[src/rtl/add_sequencer.sv]
// add_sequencer: operator button sequencer for the shared W-bit adder.
// Loads A then B from switches, issues a one-cycle start, waits for done
// (with a timeout watchdog), and holds the W+1-bit result for display.
// Accumulate mode chains the previous result (carry dropped) in as A.
module add_sequencer #(
  parameter int unsigned W       = 8,
  parameter int unsigned TIMEOUT = 16
) (
  input  logic         clk,
  input  logic         reset,
  input  logic         enter_push,
  input  logic         clear_push,
  input  logic         acc_mode,
  input  logic [W-1:0] sw,
  output logic [W-1:0] add_a,
  output logic [W-1:0] add_b,
  output logic         add_start,
  input  logic [W:0]   add_sum,
  input  logic         add_done,
  output logic [W:0]   result,
  output logic         result_valid,
  output logic         busy,
  output logic         error,
  output logic [2:0]   state
);

  typedef enum logic [2:0] {
    S_IDLE  = 3'd0,
    S_GOT_A = 3'd1,
    S_ISSUE = 3'd2,
    S_WAIT  = 3'd3,
    S_SHOW  = 3'd4,
    S_ERR   = 3'd5
  } state_e;

  localparam logic [7:0] CNT_LAST = 8'(TIMEOUT - 1);

  state_e         state_q, state_d;
  logic [W-1:0]   add_a_q, add_a_d;
  logic [W-1:0]   add_b_q, add_b_d;
  logic [W:0]     result_q, result_d;
  logic [7:0]     wait_cnt_q, wait_cnt_d;

  // State and datapath registers; reset returns everything to zero/IDLE.
  always_ff @(posedge clk or posedge reset) begin
    if (reset) begin
      state_q    <= S_IDLE;
      add_a_q    <= '0;
      add_b_q    <= '0;
      result_q   <= '0;
      wait_cnt_q <= '0;
    end else begin
      state_q    <= state_d;
      add_a_q    <= add_a_d;
      add_b_q    <= add_b_d;
      result_q   <= result_d;
      wait_cnt_q <= wait_cnt_d;
    end
  end

  // Next-state and register updates; clear overrides everything else.
  always_comb begin
    state_d    = state_q;
    add_a_d    = add_a_q;
    add_b_d    = add_b_q;
    result_d   = result_q;
    wait_cnt_d = wait_cnt_q;

    case (state_q)
      S_IDLE: begin
        if (enter_push) begin
          add_a_d = sw;
          state_d = S_GOT_A;
        end
      end
      S_GOT_A: begin
        if (enter_push) begin
          add_b_d = sw;
          state_d = S_ISSUE;
        end
      end
      S_ISSUE: begin
        wait_cnt_d = '0;
        state_d    = S_WAIT;
      end
      S_WAIT: begin
        if (add_done) begin
          result_d = add_sum;
          state_d  = S_SHOW;
        end else if (wait_cnt_q == CNT_LAST) begin
          state_d = S_ERR;
        end else begin
          wait_cnt_d = wait_cnt_q + 8'd1;
        end
      end
      S_SHOW: begin
        if (enter_push) begin
          if (acc_mode) begin
            add_a_d = result_q[W-1:0];
            add_b_d = sw;
            state_d = S_ISSUE;
          end else begin
            add_a_d = sw;
            state_d = S_GOT_A;
          end
        end
      end
      S_ERR: begin
        state_d = S_ERR;
      end
      default: begin
        state_d = S_IDLE;
      end
    endcase

    // Clear must also discard any operand load requested by a same-cycle enter.
    if (clear_push) begin
      state_d  = S_IDLE;
      result_d = '0;
      add_a_d  = add_a_q;
      add_b_d  = add_b_q;
    end
  end

  assign add_a        = add_a_q;
  assign add_b        = add_b_q;
  assign result       = result_q;
  assign state        = state_q;
  assign add_start    = (state_q == S_ISSUE);
  assign busy         = (state_q == S_ISSUE) || (state_q == S_WAIT);
  assign result_valid = (state_q == S_SHOW);
  assign error        = (state_q == S_ERR);

endmodule
[config.mk]
export PLATFORM = sky130hd
export DESIGN_NAME = add_sequencer
export DESIGN_NICKNAME = d
export VERILOG_FILES = /design/src/rtl/add_sequencer.sv
export SDC_FILE = /design/constraint.sdc
export NUM_CORES = 1
export LEC_CHECK = 0
export CORE_AREA = 2 2 73 75
export DETAILED_ROUTE_END_ITERATION = 16
export DIE_AREA = 0 0 75 77
export PLACE_DENSITY = 0.61
export SYNTH_ARGS = -nofsm -noshare
export SYNTH_HDL_FRONTEND = slang
export SYNTH_SLANG_ARGS = --single-unit
export TNS_END_PERCENT = 10
[constraint.sdc]
create_clock -name clk -period 4.8 [get_ports clk]
set_input_delay 0.96 -clock clk [delete_from_list [all_inputs] [get_ports clk]]
set_output_delay 0.96 -clock clk [all_outputs]
set_load 0.05 [all_outputs]
==> qor.yml, run 1 <==
floorplan:
  ios: 55
  die_y_um: 77
  die_w_um: 75
  rows: 26
  die_area_um2: 5780
  core_um2: 4980
  start_util_pct: 35.0
clock_tree:
  hold_buffers: 0
  cts_tree: "yes"
  clock-sinks: 36
  cts_root_buf: "clkbuf_8"
  post_cts_resized: 0
  post_cts_buffers: 0
  clk_latency_ns: 0.29
  path_clk_slew_ns: 0.08
  clock_path_buffers: 2
  cts_made_buffers: 5
  htree_levels: 2
synthesis:
  synthAdderAreaFrac_pct: 0.718
  synth_top_area_share_pct: 51.7
  ys_seq_area_share_pct: 51.7
  synth_top_family_by_area: "simple AND/OR/NAND/NOR gates"
  yosysTopAreaCell: "dfrtp_1"
  syn_inst: 173
  synth_area_um2: 1740
  syn_avg_cell_area_um2: 10.1
  yosysWarnings: 0
  ys_ff_latch: 36
  synth_edf_count: 0
  synthTopCellsByArea: "dfrtp_1 52%, a21oi_1 6.0%, mux2i_1 5.7%"
  synth.distinct_cells: 40
  synthXorXnorAreaFrac_pct: 1.51
  synth_compound_area_share_pct: 11.7
  syn_nets: 197
  synth-main-ff-cell: "dfrtp_1"
  synth_mux_area_share_pct: 10.9
  ys_async_sr_fraction_pct: 100
  yosys.area_share.simple_pct: 20.7
power_and_ir_drop:
  leakage_nw: 0.971
  max-vdd-ir-drop_mv: 0.173
  powerDensity_nw_per_um2: 431
  p_total_w: 0.00106
worst_hold_path:
  hp-start: "add_b[4]"
  min_path_cells: 1
  hold_end: "add_b[4]"
  hold_class: "flip-flop to flip-flop"
worst_setup_path:
  path_class: "flip-flop to primary output"
  arrival_ns: 2.33
  cp_slowest_cell: "clkdlybuf4s50_1"
  reg2reg_slack_ns: 2.73
  r2r_end: "add_b[0]"
  crit_path_end_kind: "primary output"
  cp-start-kind: "flip-flop"
  r2r-start: "state[0]"
  path_max_fanout: 10
  required_ns: 3.84
  worstPathCellList: "nand2b_1 -> inv_2 -> nand2b_1 -> inv_1 -> clkdlybuf4s50_1"
  reg2reg_depth: 4
  crit_buf_inv: 3
  critPathLaunch: "state[1]"
  crit_family: "buffers and inverters"
  critPathMostFrequentCell: "nand2b_1"
  cp_slowest_stage_delay_ns: 0.83
grt:
  grt_pass1_wl_um: 6930
  track_usage_pct: 15.9
  met2_usage_pct: 23.2
  met1_usage_pct: 23.0
  antenna_found_initial: 0
  overflow: 0
  use_met3_pct: 4.20
  grt_pass1_vias: 1382
  grt.busiest_layer: "met2"
  grt_max_degree: 37
timing:
  slew-limit-headroom_pct: 40.9
  finalMaxSlewViolations: 0
  hold_violations: 0
  grt_setup_unrepaired: "false"
  setup_violations: 0
  fin_crit_ns: 3.29
  fmax_ghz: 0.304
  finalCritPeriodShare_pct: 68.6
  fin_worst_skew_ns: 0.00870
  finalSetupTns_ns: 0
  tightest_slew_ns: 0.881
route:
  wirelength_um: 4210
  first_pass_iters: 4
  dr_total_vias: 1430
  avgRoutedWirePerCell_um: 14.0
  viasPerCell: 4.77
  drc: 0
  drt_iter0_drc: 53
  postRouteAntennaNets: 0
finish:
  n_antenna_cell: 0
  layout_commonest_cell: "clkdlybuf4s50_1"
  drive_gt1_share_pct: 10.9
  layout_common_cells: "54 x clkdlybuf4s50_1, 36 x dfrtp_1, 26 x nand2_1"
  area_growth_syn_to_layout_pct: 41.2
  finalNetCount: 253
flow_run:
  cap_violations: 0
placed_design:
  hpwlAfterDp_um: 2970
  gp_congestion: 0.898
  portBuffers: 54
run_status:
  status: "finished clean"
Yosys cell counts, types with 3 or more instances:
| cell type | n |
|---|---|
| a21oi_1 | 21 |
| and2_1 | 3 |
| clkbuf_1 | 3 |
| dfrtp_1 | 36 |
| inv_1 | 4 |
| mux2_2 | 8 |
| mux2i_1 | 10 |
| nand2_1 | 26 |
| nand2b_1 | 4 |
| nand3_1 | 4 |
| nor2_1 | 17 |
how the worst max path moves through the flow:
stage,to,depth (start not counted)
after floorplan,add_start,5
after global placement,add_b[5],3
after detailed placement,add_b[0],3
after CTS,add_start,5
after global routing,add_start,5
final,add_start,5
metrics by stage:
stage	utilization (%)	setup slack [ns]	std cells	instance area (um^2)	hold slack, ns
final	49.4	1.51	300	2460	0.506
after global routing	49.4	1.35	300	2460	0.527
after CTS	49.4	1.51	300	2460	0.515
after detailed placement	47.2	1.79	292	2350	0.495
after global placement	47.2	1.83	292	2350	0.493
after floorplan	-	2.08	173	1740	0.489
final cells by class:
type | instances | area [um^2]
well taps | 70 | 87.6
clock inverters | 3 | 42.5
fillers | 470 | 2520
flip-flops and latches | 36 | 901
repair buffers | 55 | 548
multi-input cells | 126 | 795
clock buffers | 5 | 68.8
inverters | 5 | 18.8
metal layers:
| metal | vias to the layer above | part of all wire [%] |
|---|---|---|
| met5 | - | 0 |
| met4 | 0 | 1.2 |
| met3 | 4 | 5.2 |
| met2 | 46 | 46 |
| met1 | 668 | 48 |
| li1 | 712 | - |
where the power goes:
part           switching, W  internal, W
clock              0.000119     0.000154
combinational      0.000247     0.000142
sequential        0.0000410     0.000357
logic make-up after synthesis:
group,count (synthesis)
AND/OR/NAND/NOR,70
flip-flops,36
AO/OA/AOI/OAI,34
multiplexers,18
buffers and inverters,11
XOR/XNOR,3
adder cells (fa/ha/maj),1
state kept, by name, indices dropped and copies added, names as in the netlist:
| register | cells |
|---|---|
| add_a | 8 |
| add_b | 8 |
| result | 9 |
| state | 3 |
| wait_cnt_q | 8 |
Power figures use the tool's default switching activity.
==> run 2, diff against run 1 <==
- clock period: 4.8 -> 3.3 ns (I/O delays scaled with it)
==> qor.yml, run 2 (synthesized netlist as in run 1, its figures left out) <==
run_status:
  status: "finished clean"
finish:
  finalNetCount: 255
  n_antenna_cell: 0
  drive_gt1_share_pct: 11.2
  largest_reg_flops: 9
  layout_commonest_cell: "clkdlybuf4s50_1"
  area_growth_syn_to_layout_pct: 41.9
  instances_no_fill: 302
  layout_common_cells: "54 x clkdlybuf4s50_1, 36 x dfrtp_1, 26 x nand2_1"
  design_area_um2: 2470
timing:
  slew-limit-headroom_pct: 56.6
  fin_crit_ns: 2.99
  setup_violations: 0
  worst_slack_ns: 0.307
  finalMaxSlewViolations: 0
  fin_worst_skew_ns: 0.00726
  grt_setup_unrepaired: "false"
  fmax_ghz: 0.334
  finalCritPeriodShare_pct: 90.7
  hold_violations: 0
  tightest_slew_ns: 0.648
  finalSetupTns_ns: 0
clock_tree:
  cts_tree: "yes"
  htree_levels: 2
  post_cts_resized: 0
  path_clk_slew_ns: 0.07
  post_cts_buffers: 0
  clock_path_buffers: 2
  hold_buffers: 0
  clk_latency_ns: 0.28
  cts_made_buffers: 5
  cts_root_buf: "clkbuf_8"
  clock-sinks: 36
floorplan:
  rows: 26
  ios: 55
  core_um2: 4980
  die_w_um: 75
  die_area_um2: 5780
  die_y_um: 77
  start_util_pct: 35.0
worst_hold_path:
  hold_class: "flip-flop to flip-flop"
  hp-start: "add_b[4]"
placed_design:
  hpwlAfterDp_um: 3040
  post-place-cells: 294
  detailed_place.area_um2: 2360
  dp_slack_ns: 0.602
  gp_congestion: 0.835
  portBuffers: 54
worst_setup_path:
  r2r-start: "state[0]"
  path_max_fanout: 10
  cp-start-kind: "flip-flop"
  required_ns: 2.64
  arrival_ns: 2.33
  crit_path_end_kind: "primary output"
  critPathLaunch: "state[1]"
  path_class: "flip-flop to primary output"
route:
  viasPerCell: 4.70
  avgRoutedWirePerCell_um: 14.0
  drc: 0
  first_pass_iters: 4
  dr_total_vias: 1420
  drt_iter0_drc: 61
  postRouteAntennaNets: 0
  wirelength_um: 4220
grt:
  overflow: 0
  grt_pass1_wl_um: 6990
  track_usage_pct: 15.9
  grt_max_degree: 37
  antenna_found_initial: 0
  grt_pass1_vias: 1404
flow_run:
  cap_violations: 0
power_and_ir_drop:
  powerDensity_nw_per_um2: 618
  p_total_w: 0.00153
  leakage_nw: 0.982
  max-vdd-ir-drop_mv: 0.343
==> run 2: changes by cell type in the layout (fill, tap and decap cells not counted), sizes merged <==
cell / change
buf: +2
clkbuf: +1
clkinvlp: -1
==> run 2: report_power, final <==
part	switching, W	internal [W]
Sequential	0.0000578	0.000519
Clock	0.000156	0.000224
Combinational	0.000361	0.000209
==> run 2: final timing paths <==
path / to / slack, ns / cells after the start
max in group asynchronous: wait_cnt_q[4] / 2.19 / 3
setup / recovery: add_start / 0.31 / 5
min in group asynchronous: add_a[5] / 0.77 / 3
hold reg to reg: add_b[4] / 0.51 / 1
hold / removal: add_b[4] / 0.51 / 1
setup reg to reg: add_b[4] / 1.25 / 4
==> run 2: routing by layer <==
layer | global-route usage (%) | part of all wire (%)
met2 | 24.2 | 47
met4 | 5.89 | 1.6
met5 | 0 | 0
met1 | 22.7 | 47
met3 | 2.37 | 3.9
==> run 2: metrics by stage <==
| step | hold slack, ns | util, % |
|---|---|---|
| after floorplan | 0.489 | - |
| final | 0.508 | 49.7 |
| after global placement | 0.492 | 47.5 |
| after global routing | 0.539 | 49.7 |
| after detailed placement | 0.500 | 47.5 |
| after CTS | 0.516 | 49.7 |
==> run 2: area by class of cell <==
type | instances | area (um^2)
inverter | 5 | 18.8
sequential | 36 | 901
fill | 494 | 2500
clock buffer | 6 | 72.6
tap | 70 | 87.6
clock inverter | 2 | 35.0
multi-input combinational | 126 | 795
timing repair buffer | 57 | 563
==> run 2: worst max-delay path: stages (launching register included) <==
cell and delay, ns:
dfrtp_1 0.58, nand2b_1 0.23, inv_2 0.16, nand2b_1 0.10, inv_1 0.15, clkdlybuf4s50_1 0.83
==> run 3, diff against run 2 <==
- CAP_MARGIN: not set -> 25
==> results of run 3 <==
No change in the layout: final DEF, timing and power equal those of run 2.
==> RTL change 1, RTL diff (config.mk and constraints of run 3) <==
The parameter `W` goes from 8 to 9.
--- a/src/rtl/add_sequencer.sv
+++ b/src/rtl/add_sequencer.sv
@@ -3,7 +3,7 @@
 // (with a timeout watchdog), and holds the W+1-bit result for display.
 // Accumulate mode chains the previous result (carry dropped) in as A.
 module add_sequencer #(
-  parameter int unsigned W       = 8,
+  parameter int unsigned W       = 9,
   parameter int unsigned TIMEOUT = 16
 ) (
   input  logic         clk,
Ports: changed (5 resized); port bits go from 55 to 60. The function was not compared with the original's and may differ.
==> RTL change 1 against run 3 <==
  * Count of clock-buffer cells in the layout did not move
  * Critical path depth fell by 2
  * Clock power fell by 15%
  * Non-clock buffer count rose by 9
  * Worst setup slack improved by 0.16 ns
  * Hold slack got worse by 0.0057 ns
  * Combinational power rose by 7.4%
  * Cell area rose by 8.4%
  * Total power rose by 0.42%
  * Wire length rose by 5.4%
  * Area after synthesis rose by 9.3%
  * Sequential cell count rose by 3
  * Core utilization rose by 4.2 points
==> RTL change 1: results (changes against run 3) <==
* Post-synth top cells: dfrtp_1, nand2_1, a21oi_1, mux2i_1, nor2_1
* H-tree depth at 2 (unchanged)
* CP Data Arrival Time at 2.17 ns (-0.16 ns)
* Fraction of area in multi-input gates at 0.3221 (+0.0007725)
* Max IR drop VDD at 0.3238 mV (-5.5%)
* Reg2Reg Setup Slack at 1.39 ns (+0.14 ns)
* First-pass GRT wire length at 7362 microns (+5.3%)
* FF+latch count at 39 (+8.3%)
* Skew final at 0.007799 ns (+0.0005438 ns)
* Largest net degree at the start of global routing at 40 (+8.1%)
* Worst-path maximum fanout at 8 (-2)
* Clk tree area frac at 0.03268 (-0.01084)
* Grt met2 use at 0.2553 (+0.01316)
* Number of logic inverters in the finished layout at 6 (+1)
* Max_slew headroom at 0.3891 (-0.1769)
* Vias post-DR at 1574 (+11%)
* DRT iter0 DRCs at 59 (-3.3%)
* Mux contribution to synthesized area at 0.1162 (+0.007101)
* Placer congestion estimate at 0.7644 (-8.4%)
* Hold Path End: add_b[5]
* Share of layout cells above drive strength 1 at 0.1080 (-0.004069)
* Routed wl met3 at 210 microns (+27%)
* Max FFs per register at 10 (+1)
* RR Endpoint: state[1]
* DPL Wire Length at 3189 microns (+4.8%)
* Met3 Usage GRT at 0.04205 (+0.01840)
* Xor/xnor share of the synthesized area at 0.004596 (-0.01048)
* Post-synth EDFFs at 0 (unchanged)
* Worst r2r path cells at 3 (-1)
* Area occupied by multi-input gates at 863.3 sq um (+8.7%)
* Multi-input gates at 132 (+4.8%)
* Crit path from: state[0]
* Adder-cell share of the synthesized area at 0.006566 (-0.0006128)
* Buffering overhead at 0.2400 (+0.01223)
* Hold_sp: add_b[5]
* Pre-CTS WS at 0.7811 ns (+0.1788 ns)
* Status: finished, final reports clean
* Synth Area in Compound Gates at 0.1287 (+0.01168)
* Met1 Wirelength at 1989 microns (-0.30%)
* Seq/total area at 0.3641 (about the same)
* Nets@finish at 276 (+8.2%)
* WL final at 4446 microns (+5.4%)
* Unique masters post-synth at 41 (+2.5%)
* P_leak at 1.080 nW (+9.9%)
* Fillers at 458 (-7.3%)
* Total track usage at 0.1677 (+0.008298)
* Met2 WL at 2174 microns (+9.4%)
* Vias in the first global route at 1461 (+4.1%)
* Met1 usage at 0.2244 (-0.002865)
* Seq/Total Area, Yosys at 0.5121 (-0.004723)
[RTL change 1: stage by stage]
step | std cells | hold WS (ns) | power (mW)
after floorplan | 188 | 0.4783 | 1.005
after CTS | 320 | 0.5094 | 1.553
final | 320 | 0.5025 | 1.533
after detailed placement | 313 | 0.4939 | 1.226
after global placement | 313 | 0.4883 | 1.222
after global routing | 320 | 0.5259 | 1.618
[RTL change 1: worst max-delay path by stage]
stage                     depth (start not counted)  slack [ns]   endpoint
after CTS                                         3        0.45  add_start
after detailed placement                          3        0.78  add_start
final                                             3        0.47  add_start
after global placement                            3        0.80  add_start
after global routing                              3        0.38  add_start
after floorplan                                   3        0.37      error
[RTL change 1: power breakdown]
group	total [mW]	internal, mW	switching, mW
combinational	0.612	0.223	0.390
clock	0.322	0.164	0.159
sequential	0.598	0.557	0.0413
[RTL change 1: critical path: stages (launching register included)]
cell	delay, ns
dfrtp_1	0.37
or3b_2	0.57
inv_1	0.13
clkdlybuf4s50_1	0.81
==> RTL change 2, RTL diff (flow settings as in run 3) <==
Made on the original files. Add an input register stage for `enter_push`, `clear_push`, `acc_mode`, `sw`, `add_sum` and `add_done`, with the module's reset; this delays them by one clock.
--- a/src/rtl/add_sequencer.sv
+++ b/src/rtl/add_sequencer.sv
@@ -35,6 +35,31 @@
 
   localparam logic [7:0] CNT_LAST = 8'(TIMEOUT - 1);
 
+  logic enter_push_q;
+  logic clear_push_q;
+  logic acc_mode_q;
+  logic [W-1:0] sw_q;
+  logic [W:0] add_sum_q;
+  logic add_done_q;
+
+  always_ff @(posedge clk or posedge reset) begin
+    if (reset) begin
+      enter_push_q <= '0;
+      clear_push_q <= '0;
+      acc_mode_q   <= '0;
+      sw_q         <= '0;
+      add_sum_q    <= '0;
+      add_done_q   <= '0;
+    end else begin
+      enter_push_q <= enter_push;
+      clear_push_q <= clear_push;
+      acc_mode_q   <= acc_mode;
+      sw_q         <= sw;
+      add_sum_q    <= add_sum;
+      add_done_q   <= add_done;
+    end
+  end
+
   state_e         state_q, state_d;
   logic [W-1:0]   add_a_q, add_a_d;
   logic [W-1:0]   add_b_q, add_b_d;
@@ -68,14 +93,14 @@
 
     case (state_q)
       S_IDLE: begin
-        if (enter_push) begin
-          add_a_d = sw;
+        if (enter_push_q) begin
+          add_a_d = sw_q;
           state_d = S_GOT_A;
         end
       end
       S_GOT_A: begin
-        if (enter_push) begin
-          add_b_d = sw;
+        if (enter_push_q) begin
+          add_b_d = sw_q;
           state_d = S_ISSUE;
         end
       end
@@ -84,8 +109,8 @@
         state_d    = S_WAIT;
       end
       S_WAIT: begin
-        if (add_done) begin
-          result_d = add_sum;
+        if (add_done_q) begin
+          result_d = add_sum_q;
           state_d  = S_SHOW;
         end else if (wait_cnt_q == CNT_LAST) begin
           state_d = S_ERR;
@@ -94,13 +119,13 @@
         end
       end
       S_SHOW: begin
-        if (enter_push) begin
-          if (acc_mode) begin
+        if (enter_push_q) begin
+          if (acc_mode_q) begin
             add_a_d = result_q[W-1:0];
-            add_b_d = sw;
+            add_b_d = sw_q;
             state_d = S_ISSUE;
           end else begin
-            add_a_d = sw;
+            add_a_d = sw_q;
             state_d = S_GOT_A;
           end
         end
@@ -114,7 +139,7 @@
     endcase
 
     // Clear must also discard any operand load requested by a same-cycle enter.
-    if (clear_push) begin
+    if (clear_push_q) begin
       state_d  = S_IDLE;
       result_d = '0;
       add_a_d  = add_a_q;
Check against the original RTL: not equivalent (a bounded check fails within 4 cycles, from zero or initial values and one cycle with reset high).
==> RTL change 2 against run 3 <==
  * Worst setup slack gained 0.043 ns
  * Area after synthesis grew 32%
  * Wire length grew 22%
  * Sequential cell count grew 21
  * Cell area grew 26%
  * Hold slack lost 0.013 ns
  * Non-clock buffer count is the same
  * Critical path depth shrank 2
  * Total power grew 70%
  * Largest cell class unchanged
==> RTL change 2: results (changes against run 3) <==
* Worst r2r path cells at 3 (-1)
* Vias post-DR at 1683 (+19%)
* Unique masters post-synth at 41 (+2.5%)
* Total track usage at 0.2052 (+0.04580)
* Placed Instance Area at 2925 sq um (+24%)
* DPL Wire Length at 3617 microns (+19%)
* Number of gates resized after cts at 0 (unchanged)
* Largest net degree at the start of global routing at 23 (-38%)
* Wire per inst at 15.70 microns (+12%)
* Setup bufs post-CTS at 0 (unchanged)
* Status: finished, final reports clean
* TritonCTS Buffers at 9 (+4)
* Post-synth top cells: dfrtp_1, nand2_1, a21oi_1, nor2_1, mux2_2
* Worst hold path cell count at 2 (+1)
* Vias in the first global route at 1848 (+32%)
* H-tree depth at 3 (+1)
* Skew final at 0.01003 ns (+0.002772 ns)
* Share of layout cells above drive strength 1 at 0.1390 (+0.02693)
* CP Data Arrival Time at 2.29 ns (-0.04 ns)
* Max_slew headroom at 0.4180 (-0.1480)
* Seq/Total Area, Yosys at 0.6179 (+0.1010)
* Placer congestion estimate at 0.8166 (-2.2%)
* Diodes inserted at 0 (unchanged)
* DRT iter0 DRCs at 74 (+21%)
* P_leak at 1.313 nW (+34%)
* Worst-path maximum fanout at 12 (+2)
* Mapped Cells at 193 (+12%)
* Nets@finish at 278 (+9.0%)
* Max IR drop VDD at 0.6135 mV (+79%)
* Worst skew pair latency at 0.34 ns (+0.06 ns)
* Top cells by area, synth: dfrtp_1, nand2_1, mux2_2, a21oi_1, mux2i_1
* Switching power at 1.060 mW (+84%)
* Mapped Nets at 217 (+10%)
* First-pass GRT wire length at 8825 microns (+26%)
-- RTL change 2: critical path, cell delays in order (launching register included) --
cell,delay (ns)
dfrtp_1,0.44
nand2b_1,0.36
nor2_1,0.29
clkdlybuf4s50_1,0.85
-- RTL change 2: layout make-up --
class | count | area [sq um]
multi-input cells | 125 | 833.3
clock inverters | 5 | 56.30
clock buffers | 11 | 131.4
fillers | 415 | 1864
well taps | 70 | 87.58
repair buffers | 57 | 563.0
inverters | 4 | 15.01
flip-flops and latches | 57 | 1426
-- RTL change 2: through the flow --
stage               instances  worst slack [ns]
finish                    329            0.3501
global route              329            0.1753
CTS                       329            0.3247
detailed placement        313            0.6953
global placement          313            0.7742
floorplan                 193            0.4734
-- RTL change 2: power groups by stage --
stage / Clock [mW] / Sequential (mW) / Combinational [mW]
6_report: 0.629 / 0.971 / 1.00
2_1_floorplan: 0 / 1.33 / 0.320
5_1_grt: 0.684 / 0.994 / 1.06
3_5_place_dp: 0 / 0.982 / 1.01
4_1_cts: 0.647 / 0.973 / 1.01
3_3_place_gp: 0 / 0.971 / 1.00
-- RTL change 2: worst paths after layout --
kind	start	endpoint	slack, ns
min in group asynchronous	reset	add_sum_q[4]	0.64
max in group asynchronous	reset	sw_q[4]	2.03
setup reg to reg	state[0]	add_b[6]	1.26
hold / removal	add_sum_q[3]	result[3]	0.50
hold reg to reg	add_sum_q[3]	result[3]	0.50
setup / recovery	state[2]	add_start	0.35
-- RTL change 2: logic make-up (layout without fill, tap and decap cells) --
| group | after synthesis | count (layout) | synth area share |
|---|---|---|---|
| fa+ha+maj | 1 | 1 | 0.005419 |
| simple gates | 70 | 70 | 0.1659 |
| buf+inv | 11 | 77 | 0.02114 |
| mux | 17 | 17 | 0.07859 |
| xor+xnor | 2 | 2 | 0.007589 |
| compound gates | 35 | 35 | 0.1035 |
| flops | 57 | 57 | 0.6179 |
-- RTL change 2: layer usage --
layer | track usage | wire (microns) | vias to the layer above
met5 | 0 | 0 | -
met4 | 0.05893 | 51 | 0
met3 | 0.08410 | 266 | 6
met2 | 0.3316 | 2723 | 45
met1 | 0.2491 | 2124 | 835
li1 | - | - | 797
